[src/rtl/note_event_generator.sv]
// note_event_generator
// Turns raw keyboard switches and octave buttons into note events.
// Each of the 14 raw inputs is synchronised and debounced. The 12 note keys
// are then priority-encoded (lowest pressed key wins). A saturating octave
// register follows the debounced octave buttons. A small FSM emits a
// one-cycle note_in strobe whenever the sounding note or octave changes.
//
// state | meaning
// ------+-----------------------------------------------------------
// IDLE  | no debounced key held; note/octave keep their last values
// EMIT  | note_in high for this single cycle; note/octave valid
// HELD  | key held, event already issued; watching for note/octave change
module note_event_generator #(
  parameter int DEBOUNCE_CYCLES = 500000,
  parameter int CNT_W           = 19,
  parameter int OCT_RESET       = 4,
  parameter int OCT_MAX         = 6
) (
  input  logic        clk,
  input  logic        reset,
  input  logic [11:0] keys,
  input  logic        oct_up,
  input  logic        oct_down,
  output logic        note_in,
  output logic [3:0]  note,
  output logic [2:0]  octave,
  output logic        note_active
);

  localparam int N_IN = 14;
  localparam logic [CNT_W-1:0] CNT_LAST  = CNT_W'(DEBOUNCE_CYCLES - 1);
  localparam logic [CNT_W-1:0] CNT_ONE   = CNT_W'(1);
  localparam logic [2:0]       OCT_RST_V = 3'(OCT_RESET);
  localparam logic [2:0]       OCT_MAX_V = 3'(OCT_MAX);

  typedef enum logic [1:0] {
    IDLE = 2'd0,
    EMIT = 2'd1,
    HELD = 2'd2
  } state_t;

  state_t            state;
  logic [N_IN-1:0]   raw;
  logic [N_IN-1:0]   sync1;
  logic [N_IN-1:0]   sync2;
  logic [N_IN-1:0]   deb;
  logic [CNT_W-1:0]  cnt [N_IN];
  logic [1:0]        btn_d;     // previous debounced {oct_down, oct_up}
  logic [3:0]        sel;
  logic              any;
  logic              up_rise;
  logic              dn_rise;
  logic [2:0]        oct_next;
  logic              oct_chg;
  logic              oct_pend;  // octave moved while in EMIT; retrigger from HELD

  // Bits 0..11 are the note keys, 12 is octave-up, 13 is octave-down.
  assign raw = {oct_down, oct_up, keys};

  // Two-flop synchroniser for every raw input.
  always_ff @(posedge clk) begin
    if (reset) begin
      sync1 <= '0;
      sync2 <= '0;
    end else begin
      sync1 <= raw;
      sync2 <= sync1;
    end
  end

  // Per-input debounce: accept a new level only after it has differed from
  // the debounced level for DEBOUNCE_CYCLES consecutive cycles.
  always_ff @(posedge clk) begin
    if (reset) begin
      deb <= '0;
      for (int i = 0; i < N_IN; i++) begin
        cnt[i] <= '0;
      end
    end else begin
      for (int i = 0; i < N_IN; i++) begin
        if (sync2[i] == deb[i]) begin
          cnt[i] <= '0;
        end else if (cnt[i] == CNT_LAST) begin
          deb[i] <= sync2[i];
          cnt[i] <= '0;
        end else begin
          cnt[i] <= cnt[i] + CNT_ONE;
        end
      end
    end
  end

  // Lowest pressed key wins; scanning downward lets the lowest index land last.
  always_comb begin
    sel = 4'd0;
    for (int i = 11; i >= 0; i--) begin
      if (deb[i]) begin
        sel = 4'(i);
      end
    end
    any = |deb[11:0];
  end

  assign up_rise = deb[12] & ~btn_d[0];
  assign dn_rise = deb[13] & ~btn_d[1];

  // Next octave from debounced button edges; simultaneous edges cancel and
  // a press that hits a limit leaves the value (and therefore oct_chg) alone.
  always_comb begin
    oct_next = octave;
    if (up_rise && !dn_rise && (octave != OCT_MAX_V)) begin
      oct_next = octave + 3'd1;
    end else if (dn_rise && !up_rise && (octave != 3'd0)) begin
      oct_next = octave - 3'd1;
    end
    oct_chg = (oct_next != octave);
  end

  // Octave register and button edge history.
  always_ff @(posedge clk) begin
    if (reset) begin
      octave <= OCT_RST_V;
      btn_d  <= '0;
    end else begin
      octave <= oct_next;
      btn_d  <= deb[13:12];
    end
  end

  // Event FSM with registered strobe, note and activity outputs.
  always_ff @(posedge clk) begin
    if (reset) begin
      state       <= IDLE;
      note        <= 4'd0;
      note_in     <= 1'b0;
      note_active <= 1'b0;
      oct_pend    <= 1'b0;
    end else begin
      note_in  <= 1'b0;
      oct_pend <= 1'b0;
      case (state)
        IDLE: begin
          if (any) begin
            note        <= sel;
            state       <= EMIT;
            note_in     <= 1'b1;
            note_active <= 1'b1;
          end else begin
            note_active <= 1'b0;
          end
        end
        EMIT: begin
          // An octave step landing here is remembered and replayed from HELD.
          state       <= HELD;
          note_active <= 1'b1;
          oct_pend    <= oct_chg;
        end
        HELD: begin
          if (!any) begin
            state       <= IDLE;
            note_active <= 1'b0;
          end else if ((sel != note) || oct_chg || oct_pend) begin
            note        <= sel;
            state       <= EMIT;
            note_in     <= 1'b1;
            note_active <= 1'b1;
          end else begin
            note_active <= 1'b1;
          end
        end
        default: begin
          state       <= IDLE;
          note_active <= 1'b0;
        end
      endcase
    end
  end

endmodule

[config.mk]
export PLATFORM = sky130hd
export DESIGN_NAME = note_event_generator
export DESIGN_NICKNAME = d
export VERILOG_FILES = /design/src/rtl/note_event_generator.sv
export SDC_FILE = /design/constraint.sdc
export NUM_CORES = 1
export LEC_CHECK = 0
export CORE_MARGIN = 2
export CORE_UTILIZATION = 40
export DETAILED_ROUTE_END_ITERATION = 8
export PLACE_DENSITY = 0.63
export SLEW_MARGIN = 30
export SYNTH_ARGS = -nofsm -noshare
export SYNTH_HDL_FRONTEND = slang
export SYNTH_SLANG_ARGS = --single-unit
[constraint.sdc]
create_clock -name clk -period 2.6 [get_ports clk]
set_clock_uncertainty 0.05 [all_clocks]
set_input_delay 0.39 -clock clk [delete_from_list [all_inputs] [get_ports clk]]
set_output_delay 0.39 -clock clk [all_outputs]
set_load 0.1 [all_outputs]
**Yosys cells after proc, flatten, opt, wreduce, memory -nomap -nowiden**

Memory sizes are Yosys's and may differ from the RTL's.
Index checks and enable logic that the tools add are counted.

- RAM bits: 266
- Memories kept: 1
- Register bits after elaboration: 56
- Word-level logic and storage cells: 393

Memories:

| memory | words | bits a word | read ports | clocked after memory_dff | write ports | RTL line | RTL |
|---|---|---|---|---|---|---|---|
| cnt | 14 | 19 | 14 | 0 | 14 | 47 | `logic [CNT_W-1:0] cnt [N_IN];` |

- Equality and inequality tests: 37
- Add/sub/neg operators: 16
- Bitwise operators: 61
- Muxes and demuxes: 225
- Reduce and logical (&&, ||, !) cells: 30

Operators with widths:

| cell | number |
|---|---|
| $mux 19 | 42 |
| $add 19x1->19 const B | 14 |
| $eq 19x19->1 const B | 14 |
| $mux 1 | 159 |
| $mux 4 | 15 |
| $or 1x1->1 | 42 |
| $reduce_and 2->1 | 15 |
| $not 1->1 | 17 |
| $eq 1x1->1 | 14 |
| $reduce_or 12->1 | 1 |
| $pmux 4 s2 | 1 |
| $mux 2 | 3 |
| $mux 3 | 2 |
| $ne 2x2->1 const B | 3 |
| $ne 3x3->1 const B | 2 |
| $pmux 2 s3 | 1 |
| $logic_and 1x1->1 | 4 |
| $ne 4x4->1 | 1 |
| $pmux 1 s2 | 2 |
| $reduce_and 4->1 | 1 |
| $reduce_or 2->1 | 2 |
| $add 3x1->3 const B | 1 |
| $ne 3x3->1 | 1 |
| $reduce_bool 3->1 | 1 |
| 8 further kinds | 11 |

**Logic depth before layout (Yosys ltp)**

Gate-level depths: netlist of run 1.

- Word-level depth: 18
- Mapped depth: 8
- Mapped depth without buffers: 8

**Least setup slack after synthesis of run 1**

OpenSTA, ideal clock, no wires.

- Kind: flip-flop to flip-flop
- Start point: register octave[0]
- End point: register note[2]
- Stages on the path, launching flop included: 9
- Slack: -200 ps
- Library setup time: 123 ps
- Arrival: 2,626 ps
- Cells stage by stage: dfxtp_1 inv_1 ha_1 nor2b_1 nor3_1 nor2_1 and4_4 a31oi_4 mux2_1

- Cells in the longest elaborated chain, start to end: 9
- Elaborated cells between the ends (all ways): 13

RTL lines:

| element | RTL line | RTL |
|---|---|---|
| start: declaration | 26 | `output logic [2:0] octave,` |
| start signal: assignment | 125 | `octave <= oct_next;` |
| parallel branches: the longest is 4 deep, another holds $sub 3x1->3 | - |  |
| $ne 3x3->1 (*) | 116 | `oct_chg = (oct_next != octave);` |
| $logic_or 1x1->1 (*) (2 in a row) | 162 | `end else if ((sel != note) \|\| oct_chg \|\| oct_pend) begin` |
| $ne 2x2->1 (no source line) (*) | - |  |
| $reduce_and 4->1 (no source line) (*) | - |  |
| end signal: assignment | 144 | `note <= sel;` |
| end signal: assignment | 163 | `note <= sel;` |
| end: declaration | 25 | `output logic [3:0] note,` |

Every way passes the cells marked *.
A chain may end at the register's enable or synchronous reset.

==> results of run 1 <==
## critical path, stage by stage, from the launching register on
cell	delay, ns
edfxtp_1	0.45
ha_1	0.27
and4_1	0.26
and4_1	0.21
or3_1	0.61
nor2_1	0.20
## through the flow
step | utilization (%) | total power [µW]
final | 48.23 | 11600
after global routing | 48.23 | 12060
after CTS | 48.23 | 11780
after detailed placement | 45.08 | 6473
after global placement | 45.08 | 6461
after floorplan | - | 6346
## layout make-up
class | count | area share [%]
multi-input combinational | 1383 | 40.11
sequential | 322 | 47.55
clock buffer | 50 | 5.844
tap | 525 | 3.428
timing repair buffer | 38 | 1.789
inverter | 31 | 0.6073
clock inverter | 16 | 0.6726
## placed cells by master, fill, tap and decap left out, types with 3 or more instances in the layout
cell	count
nor2_1	342
clkbuf_1	3
nor3b_1	4
or3_1	18
nand2b_1	9
nor3_1	32
ha_1	18
clkinv_2	6
or2_2	3
nor4b_1	22
dfxtp_1	54
nand2_1	90
nand4b_1	4
and3_1	36
inv_1	31
nor2b_1	43
and4_1	17
mux2i_1	15
edfxtp_1	266
nor4_1	13
and2_1	4
xor2_1	158
nand3_1	99
clkbuf_8	6
o21ai_0	9
clkdlybuf4s50_1	14
conb_1	266
clkbuf_16	41
a21oi_1	13
xnor2_1	92
inv_6	3
buf_4	21
nand4_1	58
## kinds of logic (layout without fill, tap and decap cells)
group,after synthesis,count (layout),synth area share (%)
simple gates,802,802,24.35
compound gates,31,31,1.206
buf+inv,70,135,1.774
other cells,1,266,0.02331
flops,322,322,56.63
fa+ha+maj,18,18,1.400
xor+xnor,250,250,13.61
mux,16,16,1.003
## per-layer routing
| layer | wire, µm | part of all wire (%) | global-route usage [%] | up-vias |
|---|---|---|---|---|
| met5 | 0 | 0 | 0 | - |
| met4 | 518 | 1.9 | 3.934 | 0 |
| met3 | 1057 | 3.9 | 2.927 | 39 |
| met2 | 12560 | 46 | 22.63 | 92 |
| met1 | 12880 | 48 | 17.08 | 5015 |
| li1 | - | - | - | 5634 |
## how the worst max path moves through the flow
stage / end / slack (ns) / cells past startpoint
5_1_grt: cnt[1][101] / 0.24 / 5
2_1_floorplan: note[2] / 0.18 / 8
3_5_place_dp: cnt[1][101] / 0.40 / 5
6_report: cnt[1][101] / 0.40 / 5
4_1_cts: cnt[1][101] / 0.37 / 5
3_3_place_gp: cnt[1][95] / 0.47 / 5
## state kept, by name, indices dropped and copies added, names as in the netlist
name / count
btn_d: 2
note_in: 1
cnt: 266
note_active: 1
sync2: 14
octave: 3
note: 4
state: 2
deb: 14
oct_pend: 1
sync1: 14
## power breakdown
part	switching [µW]	total [µW]	internal [µW]
registers	197	5980	5780
clock network	2090	5230	3140
logic	221	394	173
==> run_results.csv, run 1 <==
group,metric,value,unit
critical_path,reg2reg_from,"cnt[1][95]",
routing,drt-initial-drc-count,450,
routing,routedWlPerCell,11.42,µm
sta,max_slew.worst_pin.slew,0.6601,ns
yosys,yosys-top-cells-area,"edfxtp_1 50%, xor2_1 8.6%, nor2_1 8.0%",
critical_path,r2r_cells,5,
sta,fmax,0.4543,GHz
power,powerDensity,605.6,mW/mm²
cts,clock_path_buffers,3,
cts,cts_resized,0,
placed_design,place_hpwl,18910,µm
sta,rsz0062_at_grt,"false",
placed_design,pre_cts_ws,0.4006,ns
cts,clock_sinks,322,
yosys,synth_ff_type,"edfxtp_1",
placed_design,placed_cells,2299,
global_routing,grt-ovfl-total,0,
status,outcome,"finished, final reports clean",
yosys,yosys-top-cells-count,"342 x nor2_1, 266 x edfxtp_1, 158 x xor2_1",
layout,final_layout_size_suffix_gt1_share,5.380,%
sta,worst_slack,0.3986,ns
critical_path,cp.required,2.92,ns
yosys,syn_inst,1510,
yosys,syn_area_per_cell,10.65,µm²
global_routing,grt_usage,13.34,%
sta,slew_headroom,55.99,%
critical_path,reg2reg_slack,0.40,ns
floorplanning,core,0.03973,mm²
power,vdd_drop_max,504.3,µV
cts,htreeDepth,2,
min_path,min_path_type,"input pin to flip-flop",
cts,cts_tree,"yes",
sta,maxSlewViolCount,0,
yosys,ys_ff_latch,322,
placed_design,gp_congestion,0.7716,
sta,finalCritPeriodShare,84.67,%
power,cellLeakagePower,0.006772,µW
routing,num_vias,10780,
critical_path,path_class,"flip-flop to flip-flop",
global_routing,grt_max_degree,50,
cts,cts_root_buffer,"clkbuf_16",
global_routing,grt_antenna_before_repair,0,
critical_path,crit_fanout,19,
sta,finalHoldViolations,0,
routing,viasPerCell,4.558,
cts,clk_latency,0.53,ns
layout,multi_input_comb_area,0.007685,mm²
routing,first_pass_iters,5,
floorplanning,fp.dieH,204.5,µm
yosys,ys_types,47,
layout,nNetsFinal,1846,
min_path,worstHoldPathCells,3,
sta,final-setup-viol-count,0,
layout,regArea,0.009111,mm²
routing,antenna_left,0,
placed_design,placed_area,0.01791,mm²
critical_path,cp-end-kind,"flip-flop",
placed_design,numPortBuffers,24,
floorplanning,io-pin-count,25,
floorplanning,die_width,204.5,µm
critical_path,r2r_end,"cnt[1][101]",
global_routing,grt_pass1_wl,46740,µm
floorplanning,floorplan.initialDensity,40.48,%
layout,diodes,0,
cts,ctsHoldBuffers,0,
critical_path,worstPathArrival,2.53,ns
floorplanning,dieArea,0.04183,mm²
job,max_cap_violations,0,
cts,clk_transition_reported_paths,0.06,ns
routing,drc,0,
yosys,post-synth-top-count-cell,"nor2_1",
layout,syn2layout_area_growth,19.13,%
cts,numCtsBuffers,36,
global_routing,grt_pass1_vias,10500,
layout,final_area,0.01916,mm²
cts,post_cts_buffers,0,
sta,fin_crit,2.201,ns
yosys,synthArstFlopShare,0,%
layout,final_cells,2365,
min_path,holdPathEnd,"deb[10]",
critical_path,cp-start-kind,"flip-flop",
sta,finalSetupTns,0,ns
yosys,synth-edff-count,266,
routing,routed_wl,27010,µm
yosys,seq_area_frac_synth,56.63,%
yosys,syn-cell-area,0.01608,mm²
sta,holdWs,0.2811,ns
layout,fillers,3774,
floorplanning,rows,73,
yosys,synth_top_area_share,49.66,%
yosys,yosys_warnings,0,
min_path,hold_start,"reset",
yosys,synth_top_area_cell,"edfxtp_1",
critical_path,crit_start,"cnt[1][95]",
Power figures use the tool's default switching activity.
==> run 2: changes to the inputs <==
Settings changed: PLACE_DENSITY 0.63 to 0.65.
Clock period 2.6 ns to 1.8 ns, I/O delays scaled along.
==> run 2 against run 1 <==
Net effect:
- global-route usage rose by 1.6 points
- sequential cell count unchanged
- register-to-register slack worse by 0.63 ns
- combinational power rose to 2.8 times the previous value
- final area rose by 21%
- critical endpoint is now cnt[0][23]
- count of clock-buffer cells in the layout up 3
- utilization rose by 9.9 points
- the run now ends with negative setup slack left
==> run_results.csv, run 2 (synthesized netlist as in run 1, its figures left out) <==
group,metric,value,unit
sta,maxSlewViolCount,0,
cts,clk_latency,0.53,ns
critical_path,cp-start-kind,"flip-flop",
cts,cts_tree,"yes",
sta,rsz0062_at_grt,"true",
cts,clock_sinks,322,
routing,viasPerCell,4.596,
power,powerDensity,733.4,mW/mm²
global_routing,grt_max_degree,24,
layout,diodes,0,
routing,antenna_left,0,
layout,multi_input_comb_area,0.009075,mm²
routing,drt-initial-drc-count,471,
min_path,min_path_type,"input pin to flip-flop",
cts,numCtsBuffers,37,
critical_path,cpMaxStageDelayCell,"edfxtp_1",
layout,layout_common_cells,"266 x edfxtp_1, 266 x conb_1, 243 x buf_4, 209 x nor2_1, 151 x xor2_1",
layout,regArea,0.009119,mm²
global_routing,grt-ovfl-total,0,
placed_design,pre_cts_ws,-0.2262,ns
layout,final_layout_size_suffix_gt1_share,28.04,%
placed_design,numPortBuffers,24,
critical_path,worstPathArrival,2.26,ns
cts,clk_transition_reported_paths,0.06,ns
routing,num_vias,12100,
floorplanning,die_width,204.5,µm
cts,htreeDepth,2,
sta,finalHoldViolations,0,
routing,first_pass_iters,4,
floorplanning,dieArea,0.04183,mm²
placed_design,place_hpwl,20720,µm
power,cellLeakagePower,0.008483,µW
floorplanning,floorplan.initialDensity,40.48,%
power,vdd_drop_max,678.3,µV
floorplanning,core,0.03973,mm²
floorplanning,io-pin-count,25,
sta,worst_slack,-0.2345,ns
layout,fillers,3282,
sta,final-setup-viol-count,118,
cts,ctsHoldBuffers,0,
floorplanning,fp.dieH,204.5,µm
critical_path,crit_fanout,5,
global_routing,grt_antenna_before_repair,0,
routing,routedWlPerCell,12.34,µm
layout,top_register,"cnt",
cts,cts_root_buffer,"clkbuf_16",
critical_path,path_cells,"nor4_2, nand2_1, nor4_4, buf_4, or3_4, buf_12, buf_16, nor2_4",
global_routing,grt_usage,14.98,%
job,max_cap_violations,0,
layout,nNetsFinal,2114,
layout,largest_reg_flops,266,
global_routing,grt_pass1_wl,52690,µm
cts,clock_path_buffers,3,
routing,drc,0,
power,p_total,16940,µW
critical_path,cp-end-kind,"flip-flop",
critical_path,path_class,"flip-flop to flip-flop",
critical_path,cp_slowest_stage_delay,0.44,ns
global_routing,grt_pass1_vias,11910,
placed_design,gp_congestion,0.8122,
status,outcome,"finished, violations left",
sta,finalCritPeriodShare,113.0,%
routing,routed_wl,32480,µm
status,violations,"negative setup slack",
layout,syn2layout_area_growth,43.65,%
sta,fin_crit,2.034,ns
sta,fmax,0.4915,GHz
critical_path,cp.required,2.03,ns
floorplanning,rows,73,
-- run 2: cell count changes in the layout (fill, tap and decap cells not counted), moves of 13 or more --
cell,change
buf_12,+19
buf_4,+222
nor2_1,-133
nor2_2,+27
nor2_4,+106
nor3_1,-17
nor3_2,+15
nor4b_1,-13
nor4b_2,+13
-- run 2: stage by stage --
stage               TNS [ns]  cell area [µm²]  utilization, %  std cells  hold WS [ns]
global route          -18.29            23100           58.15       2633       0.08370
global placement      -2.910            19800           49.83       2507        0.3683
detailed placement    -5.078            19800           49.83       2507        0.3726
floorplan             -1.722            17310               -       1775        0.3482
CTS                   -7.173            21750           54.73       2597       0.05974
finish                -10.26            23100           58.15       2633       0.07704
-- run 2: final cells by class --
cell class	count	share of cell area, %
clock inverters	14	0.4711
repair buffers	305	12.80
inverters	31	0.5253
flip-flops and latches	322	39.47
clock buffers	53	4.619
well taps	525	2.843
multi-input cells	1383	39.28
-- run 2: final timing paths --
kind	startpoint	to	slack, ns	cells after the start
worst max register to register	cnt[0][26]	cnt[0][23]	-0.23	8
worst min-delay path	reset	note[3]	0.08	2
worst max-delay path	cnt[0][26]	cnt[0][23]	-0.23	8
worst min register to register	sync1[13]	sync2[13]	0.39	1
-- run 2: where the power goes --
group / switching (µW) / internal, µW / total (µW)
combinational: 572 / 534 / 1110
clock: 2960 / 4290 / 7250
sequential: 236 / 8350 / 8590
total: 3770 / 13200 / 16900
-- run 2: critical path, delay by kind of cell (launching register included) --
family,cells,cell delay (ns)
buf+inv,3,0.43
flops,1,0.44
simple gates,5,0.86
-- run 2: timing repair --
item,CTS,global route
setup endpoints to repair,121,262
cloned,11,8
buffers inserted,12,32
pin swaps,45,97
gates resized for setup,110,239
-- run 2: layer usage --
metal	vias up	GRT usage, %	part of all wire, %
met2	125	26.15	50
met3	51	2.657	3.1
met4	0	4.762	2.2
li1	6178	-	-
met1	5748	18.83	44
met5	-	0	0
